$ cat config.mk
export PLATFORM = sky130hd
export DESIGN_NAME = mmio_xbar
export DESIGN_NICKNAME = d
export VERILOG_FILES = /design/src/rtl/mmio_xbar.sv
export SDC_FILE = /design/constraint.sdc
export NUM_CORES = 1
export LEC_CHECK = 0
export CAP_MARGIN = 0
export CORE_AREA = 2 2 118 120
export DETAILED_ROUTE_END_ITERATION = 16
export DIE_AREA = 0 0 120 122
export PLACE_DENSITY = 0.8
export SLEW_MARGIN = 25
export SYNTH_ARGS = -nofsm -noshare
export SYNTH_HDL_FRONTEND = slang
export SYNTH_SLANG_ARGS = --single-unit
$ cat constraint.sdc
create_clock -name clk -period 3.1 [get_ports clk]
set_input_delay 0.775 -clock clk [delete_from_list [all_inputs] [get_ports clk]]
set_output_delay 0.775 -clock clk [all_outputs]
set_load 0.1 [all_outputs]
$ cat src/rtl/mmio_xbar.sv
// mmio_xbar: routes one MMIO master request at a time to NCH base/mask-decoded channels.
// Define MMIO_TIMEOUT_EN to end stalled ACCESS phases with an error after TIMEOUT cycles.
module mmio_xbar #(
  parameter int NCH = 4,
  parameter int DW = 32,
  parameter logic [NCH*32-1:0] BASES = {32'h0000_3000, 32'h0000_2000, 32'h0000_1000, 32'h0000_0000},
  parameter logic [NCH*32-1:0] MASKS = {NCH{32'hFFFF_F000}},
  parameter int TIMEOUT = 255
) (
  input  logic              clk,
  input  logic              reset,
  input  logic              valid,
  output logic              ready,
  input  logic [31:0]       addr,
  input  logic [DW-1:0]     dtw,
  output logic [DW-1:0]     dtr,
  input  logic              rw,
  output logic              err,
  output logic [NCH-1:0]    s_valid,
  input  logic [NCH-1:0]    s_ready,
  output logic [31:0]       s_addr,
  output logic [DW-1:0]     s_dtw,
  output logic              s_rw,
  input  logic [NCH*DW-1:0] s_dtr
);
  localparam int SW = NCH > 1 ? $clog2(NCH) : 1;
  typedef enum logic [1:0] {IDLE, ACCESS, DONE} state_t;
  state_t          state_q;
  logic            ready_q, err_q, s_rw_q, hit;
  logic [DW-1:0]   dtr_q, s_dtw_q;
  logic [NCH-1:0]  s_valid_q;
  logic [31:0]     s_addr_q;
  logic [SW-1:0]   sel_q, win;
`ifdef MMIO_TIMEOUT_EN
  localparam int CW = $clog2(TIMEOUT + 1);
  logic [CW-1:0]   cnt_q;
`endif
  // Scanning downwards lets the lowest matching channel win on overlapping windows.
  always_comb begin
    hit = 1'b0;
    win = '0;
    for (int i = NCH - 1; i >= 0; i--)
      if ((addr & MASKS[32*i+:32]) == BASES[32*i+:32]) begin
        hit = 1'b1;
        win = SW'(i);
      end
  end
  always_ff @(posedge clk) begin
    if (reset) begin
      state_q   <= IDLE;
      ready_q   <= 1'b0;
      err_q     <= 1'b0;
      dtr_q     <= '0;
      s_valid_q <= '0;
      s_addr_q  <= '0;
      s_dtw_q   <= '0;
      s_rw_q    <= 1'b0;
      sel_q     <= '0;
`ifdef MMIO_TIMEOUT_EN
      cnt_q     <= '0;
`endif
    end else begin
      case (state_q)
        IDLE: if (valid) begin
          s_dtw_q <= dtw;
          s_rw_q  <= rw;
          if (hit) begin
            sel_q     <= win;
            s_valid_q <= NCH'(1) << win;
            s_addr_q  <= addr & ~MASKS[32*win+:32];
            state_q   <= ACCESS;
`ifdef MMIO_TIMEOUT_EN
            cnt_q     <= '0;
`endif
          end else begin
            err_q   <= 1'b1;
            dtr_q   <= '0;
            ready_q <= 1'b1;
            state_q <= DONE;
          end
        end
        ACCESS: if (s_ready[sel_q]) begin
          dtr_q     <= s_rw_q ? '0 : s_dtr[DW*sel_q+:DW];
          err_q     <= 1'b0;
          s_valid_q <= '0;
          ready_q   <= 1'b1;
          state_q   <= DONE;
        end
`ifdef MMIO_TIMEOUT_EN
        else if (cnt_q == CW'(TIMEOUT)) begin
          dtr_q     <= '0;
          err_q     <= 1'b1;
          s_valid_q <= '0;
          ready_q   <= 1'b1;
          state_q   <= DONE;
        end else cnt_q <= cnt_q + 1'b1;
`endif
        default: begin
          ready_q <= 1'b0;
          state_q <= IDLE;
        end
      endcase
    end
  end
  assign ready   = ready_q;
  assign err     = err_q;
  assign dtr     = dtr_q;
  assign s_valid = s_valid_q;
  assign s_addr  = s_addr_q;
  assign s_dtw   = s_dtw_q;
  assign s_rw    = s_rw_q;
endmodule
Yosys cells after proc, flatten, opt, wreduce, memory -nomap -nowiden
Cells that the tools add are included.
- register bits after elaboration: 107
- latch bits: 0
- memory bits (writable): 0
- ROM bits: 0
- bits of input ports: 200
- output and inout bits: 103
- word-level logic and storage cells: 61
- memories kept: 0
- add/sub/neg operators: 0
- $mul: 0
- div/mod/pow operators: 0
- $lt $le $gt $ge: 1
- eq/ne operators: 8
- shifts and indexed selects: 3
- muxes and demuxes: 29
- bitwise gates (word level): 2
- reduce and logical (&&, ||, !) cells: 9
- operators with widths (cell ; number):
    two-way mux 32 bit ; 4
    variable part select 128 x 8 -> 32 bit ; 1
    variable part select 128 x 8 -> 32 bit, first input constant ; 1
    one-hot mux 32 bit (2 select lines) ; 1
    == test 20 x 2 -> 1 bit, second input constant ; 2
    AND 32 bit ; 1
    zero test 32 bit ; 1
    inverter 32 bit ; 1
    == test 20 x 1 -> 1 bit, second input constant ; 1
    two-way mux 2 bit ; 7
    two-way mux 4 bit ; 3
    two-way mux 1 bit ; 9
    inequality test 2 bit, second input constant ; 4
    one-hot mux 4 bit (2 select lines) ; 1
    AND reduction 4 bit ; 2
    AND reduction 3 bit ; 2
    one-hot mux 1 bit (2 select lines) ; 2
    one-hot mux 2 bit (2 select lines) ; 1
    AND reduction 2 bit ; 2
    << shifter 1 x 2 -> 4 bit, first input constant ; 1
    < comparator 2 x 3 -> 1 bit, second input constant ; 1
    binary-select mux 1 bit (select 2 bit) ; 1
    == test 2 x 1 -> 1 bit, second input constant ; 1
    zero test 2 bit ; 1
    nonzero test 2 bit ; 1

Depth between registers and ports, before layout
Gate-level depths: netlist of the first run.
- depth in word-level cells: 9
- depth in mapped cells: 8
- gate-level depth less buffers: 5

Worst setup path before layout of the first run
OpenSTA, ideal clock, no wires.
- kind: input to register
- start: in addr[18]
- end: reg s_addr_q[10], in the netlist s_addr[10]
- setup time: 0.128 ns
- arrival: 2.017 ns
- data required time: 2.972 ns
- path slack: 0.955 ns
- stages: 7
- path buffers: 2
- path through: nor4_1 > nand3_1 > nor3_1 > buf_4 > buf_4 > mux2i_1 > nor2_1
- cells in the longest elaborated chain, start to end: 8
- elaborated cells between the ends (all ways): 16
- those cells by class: 3 x eq/ne; 1 x shift; 8 x mux; 2 x bitwise; 2 x reduce/logical
- RTL lines (element ; RTL line ; text):
    from (decl) ; 14 ; input logic [31:0] addr,
    == test 20 x 2 -> 1 bit ; 43 ; if ((addr & MASKS[32*i+:32]) == BASES[32*i+:32]) begin
    two-way mux 2 bit (4 in a row) ; 43 ;
    variable part select 128 x 8 -> 32 bit ; 70 ; s_addr_q <= addr & ~MASKS[32*win+:32];
    inverter 32 bit ; 70 ;
    AND 32 bit ; 70 ;
    to (signal assigned) ; 70 ;
    to (decl) ; 32 ; logic [31:0] s_addr_q;
Several ways; a longest one is shown, not always the timed one.
A chain may end at the register's enable or synchronous reset.

Worst setup path in the final report of the first run
- start: in addr[30]
- end: reg dtr_q[4], in the netlist dtr[4]
- cells in the longest elaborated chain, start to end: 7
- elaborated cells between the ends (all ways): 10
- those cells by class: 4 x eq/ne; 4 x mux; 2 x reduce/logical
- RTL lines (element ; RTL line ; text):
    == test 20 x 2 -> 1 bit ; 43 ;
    two-way mux 1 bit (3 in a row) ; 43 ;
    two-way mux 1 bit * ; 43 ;
    inequality test 2 bit (no source line) * ; n/a ;
    AND reduction 4 bit (no source line) * ; n/a ;
    to (signal assigned) ; 83 ; dtr_q <= s_rw_q ? '0 : s_dtr[DW*sel_q+:DW];
    to (decl) ; 30 ; logic [DW-1:0] dtr_q, s_dtw_q;
Every way passes the cells marked *; elsewhere a longest branch is shown, timed or not.

==> flow_metrics.tcl, run 1 <==
set metrics [dict create \
    layout-drive-gt1-share 0.210 \
    cts_buffer_depth 2 \
    syn_to_final_growth_pct 70.5 \
    hp-start "s_dtw[2]" \
    wl_mm 13.4 \
    skew_ps 7.19 \
    nFillCells 1255 \
    power.total_uw 2980 \
    powerDensity_nw_per_um2 417 \
    grt_pass1_vias 3907 \
    cts.reportedPaths.clkPinSlew_ps 70 \
    postSynth.asyncResetShare 0 \
    endpoint_kind "flop" \
    slew_violations 0 \
    crit_fanout 65 \
    dr.pass1.iters 6 \
    finalCritPeriodShare 0.752 \
    synth_top_area_share 0.416 \
    max_cap_viol_count 0 \
    grt_max_degree 66 \
    synth_top_family_by_area "multiplexers" \
    synth_cell_type_count 32 \
    peakVddDrop_mv 0.212 \
    r2r_setup_slack_ps 1300 \
    ys_seq_area_frac 0.416 \
    cts_sinks 87 \
    cp.required_ps 3360 \
    clk_latency_ps 330 \
    fmax_mhz 429 \
    met2_length_mm 6.67 \
    min_path_type "reg -> reg" \
    postSynthCellCount 435 \
    synth_flop_cell "dfxtp_1" \
    dpl.hpwl_mm 10.5 \
    min_period_ps 2330 \
    tns_ps 0 \
    finalSetupViolCount 0 \
    rows 43 \
    core_um2 13500 \
    initial_utilization 0.310 \
    synth_edf_count 0 \
    final_antenna_net_count 0 \
    grt_usage 0.179 \
    ioPinCount 303 \
    yosysWarningCount 0 \
    drtIter0Drc 157 \
    nets 900 \
    grt_setup_unrepaired "no" \
    grt_overflow 0 \
    holdPathEnd "s_dtw[2]" \
    power.leakage_uw 0.00269 \
    drc 0 \
    synth_compound_area_frac 0.102 \
    reg2reg_from "sel_q[0]" \
    tightestPinTransition_ps 640 \
    vias 4063 \
    die_width_um 120 \
    yosys.area.top_type "dfxtp_1" \
    r2r_end "dtr[4]" \
    worstHoldPathCells 2 \
    clockRootBuffer "clkbuf_16" \
    die-area_um2 14600 \
    met3_length_um 865 \
    grt_pass1_wl_mm 20.4 \
    crit_type "in -> reg" \
    numPortBuffers 282 \
    r2r_cells 6 \
    postCtsResizedCells 0 \
    ctsHoldBuffers 0 \
    via_per_inst 4.59 \
    highest_layer "met5" \
    synth-seq-cells 87 \
    crit_arrival_ps 2590 \
    utilization 0.529 \
    cts_setup_buffers 0 \
    synthSimpleGateAreaFrac 0.187 \
    num_antenna_cells 0 \
    finalHoldViolCount 0 \
    wl_per_cell_um 15.1 \
    cts_buffers 9 \
    place.gp.congestion 0.738 \
    wl_met1_mm 5.65 \
    cts_tree "yes" \
    synth_xor_area_frac 0 \
    yosys.cell_count.top_type "nand2_1" \
    setup.worst_path.start_class "primary input" \
    synthTopCellsByArea "dfxtp_1 (42%), mux4_2 (18%), nand2_1 (9.0%), nand3b_1 (5.7%), buf_4 (4.3%)" \
    status "finished clean" \
    syn_area_um2 4190 \
    synthTopCellsByCount "nand2_1 (100), dfxtp_1 (87), a21oi_1 (35)" \
    cts_max_level 3 \
    fp.dieH_um 122 \
    max-slew-margin-rel 0.574 \
    synthAdderAreaFrac 0 \
    avgSynthCellArea_um2 9.64 \
    antenna_found_initial 1 \
    synth_mux_area_frac 0.211 \
]
[area by class of cell]
type,instances,area (um^2),area share
Tap cell,180,225,0.0315
Inverter,2,7.51,0.00105
Sequential cell,87,1740,0.244
Timing Repair Buffer,291,2690,0.376
Clock buffer,11,243,0.0340
Multi-Input combinational cell,309,2180,0.305
Clock inverter,5,57.6,0.00805
[layer usage]
| metal | global-route usage | up-vias |
|---|---|---|
| li1 | - | 2014 |
| met1 | 0.229 | 1889 |
| met2 | 0.294 | 141 |
| met3 | 0.0449 | 17 |
| met4 | 0.0588 | 2 |
| met5 | 0 | - |
[cell usage in the layout (no fill, tap or decap)]
cell / count
nand2b_1: 1
mux2i_1: 14
and2_1: 1
inv_1: 2
dfxtp_2: 1
buf_4: 91
nor3_2: 1
clkbuf_8: 1
and2b_1: 1
o21ai_0: 6
a32o_1: 2
dfxtp_1: 86
nor4_1: 4
o21ai_1: 26
nor2_1: 20
mux4_2: 33
buf_2: 1
clkbuf_1: 1
clkbuf_16: 9
nor3_1: 2
clkdlybuf4s50_1: 198
a21oi_1: 35
nand3_1: 2
or3b_2: 1
o32ai_1: 1
clkinv_2: 2
nand3b_1: 32
bufinv_16: 1
buf_12: 1
clkinv_4: 2
conb_1: 20
o32ai_4: 1
nor3b_2: 1
a211oi_1: 1
and2_4: 1
o2bb2ai_1: 2
o21ba_2: 1
nand2_1: 100
[worst max path at each step]
stage	from	to	slack, ps	cells past startpoint
final	addr[30]	dtr[4]	770	7
after floorplan	addr[18]	s_addr[10]	960	7
after global routing	addr[18]	dtr[14]	590	7
after global placement	s_ready[1]	dtr[2]	480	7
after detailed placement	addr[30]	s_addr[3]	420	7
after CTS	addr[30]	s_addr[3]	780	7
[sequential cells by signal (all words and copies together) (netlist names)]
name	cells
dtr	32
err	1
ready	1
s_addr	12
s_dtw	32
s_rw	1
s_valid	4
sel_q	2
state_q	2
[metrics by stage]
| step | hold WS [ps] | instances | cell area [um^2] | worst slack [ps] |
|---|---|---|---|---|
| after floorplan | 416 | 454 | 4260 | 955 |
| after global placement | 443 | 869 | 6850 | 481 |
| after detailed placement | 443 | 869 | 6850 | 421 |
| after CTS | 455 | 885 | 7150 | 778 |
| after global routing | 470 | 885 | 7150 | 592 |
| final | 453 | 885 | 7150 | 770 |
[kinds of logic after synthesis]
logic type / after synthesis
compound gates: 75
buf+inv: 58
mux: 47
other cells: 1
flops: 87
simple gates: 167
[power breakdown]
group / switching, uW / leakage [uW] / internal (uW) / total (uW)
Sequential: 14.1 / 0.000707 / 1150 / 1160
Combinational: 427 / 0.00183 / 312 / 740
Clock: 436 / 0.000149 / 647 / 1080
Total: 877 / 0.00269 / 2100 / 2980
[critical path: stages]
cell             delay (ps)
clkdlybuf4s50_1         420
nor4_1                  300
nand3_1                 230
o32ai_4                 340
buf_12                  280
nand3b_1                120
o21ai_1                  80
No activity file was read; power rests on OpenSTA's default activity.
==> run 2: changes to the inputs <==
--- a/config.mk
+++ b/config.mk
@@ -6,10 +6,9 @@
 export NUM_CORES = 1
 export LEC_CHECK = 0
 export CAP_MARGIN = 0
-export CORE_AREA = 2 2 118 120
+export CORE_UTILIZATION = 32
 export DETAILED_ROUTE_END_ITERATION = 16
-export DIE_AREA = 0 0 120 122
-export PLACE_DENSITY = 0.8
+export PLACE_DENSITY = 0.84
 export SLEW_MARGIN = 25
 export SYNTH_ARGS = -nofsm -noshare
 export SYNTH_HDL_FRONTEND = slang
==> constraint.sdc (replaced) <==
create_clock -name clk -period 2.1 [get_ports clk]
set_input_delay 0.525 -clock clk [delete_from_list [all_inputs] [get_ports clk]]
set_output_delay 0.525 -clock clk [all_outputs]
set_load 0.1 [all_outputs]
==> run 2 against run 1 <==
Against the previous run:
- utilization up 5.6 points
- sequential share of layout area down 0.90 points
- clock skew up 1.3 ps
- critical endpoint is now dtr[14]
- design area up 3.8%
- global-route usage up 2.3 points
- cell count up 0.90%
- clock power up 46%
- sequential power up 47%
- register-to-register slack worse by 1000 ps
- critical path depth up 1
- power up 50%
- highest routed layer is now met4
==> flow_metrics.tcl, run 2 (synthesis results as in run 1) <==
set metrics [dict create \
    status "finished clean" \
    drc 0 \
    grt_usage 0.202 \
    holdPathEnd "ready" \
    power.leakage_uw 0.00286 \
    nets 916 \
    most-common-layout-cells "clkdlybuf4s50_1 (194), nand2_1 (99), buf_4 (98)" \
    drtIter0Drc 202 \
    fin_ws_ps 28.4 \
    clk_latency_ps 330 \
    r2r_end "dtr[14]" \
    r2r_setup_slack_ps 280 \
    place_ws_ps -351 \
    syn_to_final_growth_pct 77.0 \
    final_common_cell "clkdlybuf4s50_1" \
    cts_max_level 3 \
    crit_type "in -> reg" \
    rows 41 \
    ioPinCount 303 \
    r2r_cells 7 \
    tns_ps 0 \
    finalHoldViolCount 0 \
    vias 4311 \
    grt_pass1_wl_mm 20.8 \
    grt_overflow 0 \
    place.gp.congestion 0.842 \
    min_period_ps 2070 \
    dr.pass1.iters 4 \
    grt_pass1_vias 4088 \
    skew_ps 8.52 \
    die-area_um2 13600 \
    hp-start "state_q[1]" \
    cts.reportedPaths.clkPinSlew_ps 70 \
    min_path_type "reg -> reg" \
    cts_buffer_depth 2 \
    power.total_uw 4470 \
    slew_violations 0 \
    nFillCells 1089 \
    grt_max_degree 34 \
    setup.worst_path.start_class "primary input" \
    tightestPinTransition_ps 629 \
    layout-drive-gt1-share 0.237 \
    initial_utilization 0.331 \
    via_per_inst 4.83 \
    finalCritPeriodShare 0.986 \
    wl_mm 15.2 \
    max-slew-margin-rel 0.581 \
    numPortBuffers 282 \
    antenna_found_initial 0 \
    fp.dieH_um 116 \
    worstHoldPathCells 1 \
    cts_sinks 87 \
    num_antenna_cells 0 \
    wl_per_cell_um 17.1 \
    endpoint_kind "flop" \
    cp.required_ps 2360 \
    max_cap_viol_count 0 \
    powerDensity_nw_per_um2 602 \
    clockRootBuffer "clkbuf_16" \
    cts_tree "yes" \
    reg2reg_from "sel_q[0]" \
    die_width_um 116 \
    cts_buffers 9 \
    dpl.hpwl_mm 11.2 \
    fmax_mhz 483 \
    final_antenna_net_count 0 \
    crit_fanout 5 \
    crit_arrival_ps 2330 \
    peakVddDrop_mv 0.389 \
    core_um2 12700 \
    finalSetupViolCount 0 \
]
run 2: final cells by class:
class | count | area [um^2] | share of cell area
clock buffers | 9 | 225 | 0.0304
clock inverters | 7 | 75.1 | 0.0101
inverters | 2 | 7.51 | 0.00101
multi-input cells | 309 | 2230 | 0.300
flip-flops and latches | 87 | 1740 | 0.235
well taps | 172 | 215 | 0.0290
repair buffers | 307 | 2930 | 0.394
run 2: how the worst max path moves through the flow:
stage                    start    endpoint  slack [ps]
floorplan             addr[18]  s_addr[10]         210
global placement    s_ready[2]     dtr[29]        -320
detailed placement  s_ready[2]     dtr[22]        -350
CTS                 s_ready[2]     dtr[14]           5
global route          addr[17]     dtr[27]         -60
finish                addr[17]     dtr[14]          30
run 2: what timing repair did:
item,CTS,global route
gates cloned,1,6
hold buffers,0,0
buffers inserted,3,0
endpoints found under the setup margin,3,44
pin swaps,1,6
resized for setup,1,17
hold endpoints to repair,0,0
run 2: through the flow:
step / area, um^2 / cells / hold slack (ps) / util
floorplan: 4260 / 454 / 416 / -
global placement: 6880 / 867 / 437 / 0.543
detailed placement: 6880 / 867 / 438 / 0.543
CTS: 7230 / 887 / 447 / 0.571
global route: 7420 / 893 / 477 / 0.586
finish: 7420 / 893 / 443 / 0.586
run 2: report_power, final:
| part | switching, uW | internal, uW | leakage, uW |
|---|---|---|---|
| clock network | 744 | 840 | 0.000143 |
| logic | 664 | 505 | 0.00201 |
| registers | 22.1 | 1690 | 0.000707 |
run 2: critical path: stages:
cell             delay, ps
clkdlybuf4s50_1        430
nor4_2                 350
nand2_2                170
o32ai_4                320
buf_6                  200
clkbuf_16              160
nand3b_1                70
o21ai_1                 90
run 2: per-layer routing:
metal	wire length, um	vias to the layer above	GRT usage
li1	-	2058	-
met1	6300	2073	0.246
met2	7980	168	0.361
met3	785	12	0.0368
met4	175	0	0.0598
met5	0	-	0
==> run 3: changes to the inputs <==
--- a/config.mk
+++ b/config.mk
@@ -9,6 +9,7 @@
 export CORE_UTILIZATION = 32
 export DETAILED_ROUTE_END_ITERATION = 16
 export PLACE_DENSITY = 0.84
+export SETUP_SLACK_MARGIN = 0.15
 export SLEW_MARGIN = 25
 export SYNTH_ARGS = -nofsm -noshare
 export SYNTH_HDL_FRONTEND = slang
==> run 3 against run 2 <==
Against the previous run:
- via count fell by 0.14%
- fmax rose by 6.1%
- cell count rose by 0.67%
- worst setup slack improved by 120 ps
- sequential share of layout area fell by 0.32 points
- global-route usage rose by 1.0 points
- critical path depth rose by 2
- die area did not move
==> flow_metrics.tcl, run 3 (synthesis results as in run 1) <==
set metrics [dict create \
    clk_latency_ps 330 \
    grt_overflow 0 \
    min_period_ps 1950 \
    fp.dieH_um 116 \
    endpoint_kind "flop" \
    crit_arrival_ps 2210 \
    cts_buffer_depth 2 \
    finalSetupViolCount 0 \
    core_um2 12700 \
    drc 0 \
    tns_ps 0 \
    fmax_mhz 512 \
    skew_ps 9.94 \
    powerDensity_nw_per_um2 595 \
    final_common_cell "clkdlybuf4s50_1" \
    cts_buffers 9 \
    antenna_found_initial 0 \
    place_ws_ps -351 \
    finalHoldViolCount 0 \
    ioPinCount 303 \
    wl_per_cell_um 17.1 \
    dpl.hpwl_mm 11.2 \
    tightestPinTransition_ps 636 \
    syn_to_final_growth_pct 79.7 \
    ctsHoldBuffers 0 \
    layout-drive-gt1-share 0.246 \
    die_width_um 116 \
    via_per_inst 4.79 \
    clockRootBuffer "clkbuf_16" \
    wl_mm 15.4 \
    power.leakage_uw 0.00293 \
    peakVddDrop_mv 0.379 \
    cts.reportedPaths.clkPinSlew_ps 70 \
    grt_pass1_vias 4147 \
    num_antenna_cells 0 \
    cts_tree "yes" \
    holdWs_ps 443 \
    final_antenna_net_count 0 \
    cts_max_level 3 \
    max_cap_viol_count 0 \
    numPortBuffers 282 \
    grt_max_degree 34 \
    grt_setup_unrepaired "yes" \
    dr.pass1.iters 5 \
    cts_sinks 87 \
    slew_violations 0 \
    r2r_setup_slack_ps 170 \
    fin_ws_ps 147 \
    grt_pass1_wl_mm 21.7 \
    final_area_um2 7530 \
    status "finished clean" \
    nets 922 \
    most-common-layout-cells "clkdlybuf4s50_1 (176), nand2_1 (99), buf_4 (99)" \
    setup.worst_path.start_class "primary input" \
    die-area_um2 13600 \
    vias 4305 \
    drtIter0Drc 190 \
    crit_fanout 8 \
    min_path_type "reg -> reg" \
    placed_cell_area_um2 6880 \
    initial_utilization 0.331 \
    grt_usage 0.212 \
    cp.required_ps 2360 \
    rows 41 \
    finalCritPeriodShare 0.930 \
    max-slew-margin-rel 0.576 \
    utilization 0.595 \
    place.gp.congestion 0.842 \
    nFillCells 1076 \
    crit_type "in -> reg" \
]
run 3: power breakdown:
part	total, uW	leakage [uW]	switching, uW	internal (uW)
logic	1190	0.00208	675	518
registers	1710	0.000708	22.1	1690
clock network	1580	0.000143	740	840
total	4480	0.00293	1440	3050
run 3: final cells by class:
cell class / instances / area (um^2) / area share
repair buffers: 313 / 3020 / 0.401
multi-input cells: 309 / 2240 / 0.298
flip-flops and latches: 87 / 1750 / 0.232
clock buffers: 9 / 225 / 0.0299
well taps: 172 / 215 / 0.0286
clock inverters: 7 / 75.1 / 0.00997
inverters: 2 / 7.51 / 0.000997
run 3: worst paths after layout:
kind	from	to	depth (start not counted)
setup / recovery	s_ready[0]	dtr[18]	10
hold / removal	state_q[1]	ready	1
setup reg to reg	sel_q[0]	dtr[18]	9
hold reg to reg	state_q[1]	ready	1
run 3: through the flow:
step | total power [uW] | cells
finish | 4480 | 899
global route | 4650 | 899
CTS | 4500 | 896
detailed placement | 2850 | 867
global placement | 2840 | 867
floorplan | 2400 | 454
run 3: timing repair:
item                                    CTS  global route
endpoints found under the setup margin   50            50
setup buffers                             8             1
cloned                                    5             2
pin swaps                                 8             8
gates resized for setup                  36            16
run 3: critical path, cell delays in order:
cell,delay [ps]
dlygate4sd2_1,240
mux4_2,490
and2_4,200
o32ai_4,140
buf_6,160
buf_12,100
buf_12,90
buf_16,120
nand3b_1,70
o21ai_1,70
run 3: per-layer routing:
layer / wire (um) / track usage / up-vias
met1: 6310 / 0.262 / 2053
met2: 8030 / 0.380 / 167
li1: - / - / 2068
met3: 805 / 0.0374 / 17
met5: 0 / 0 / -
met4: 221 / 0.0530 / 0
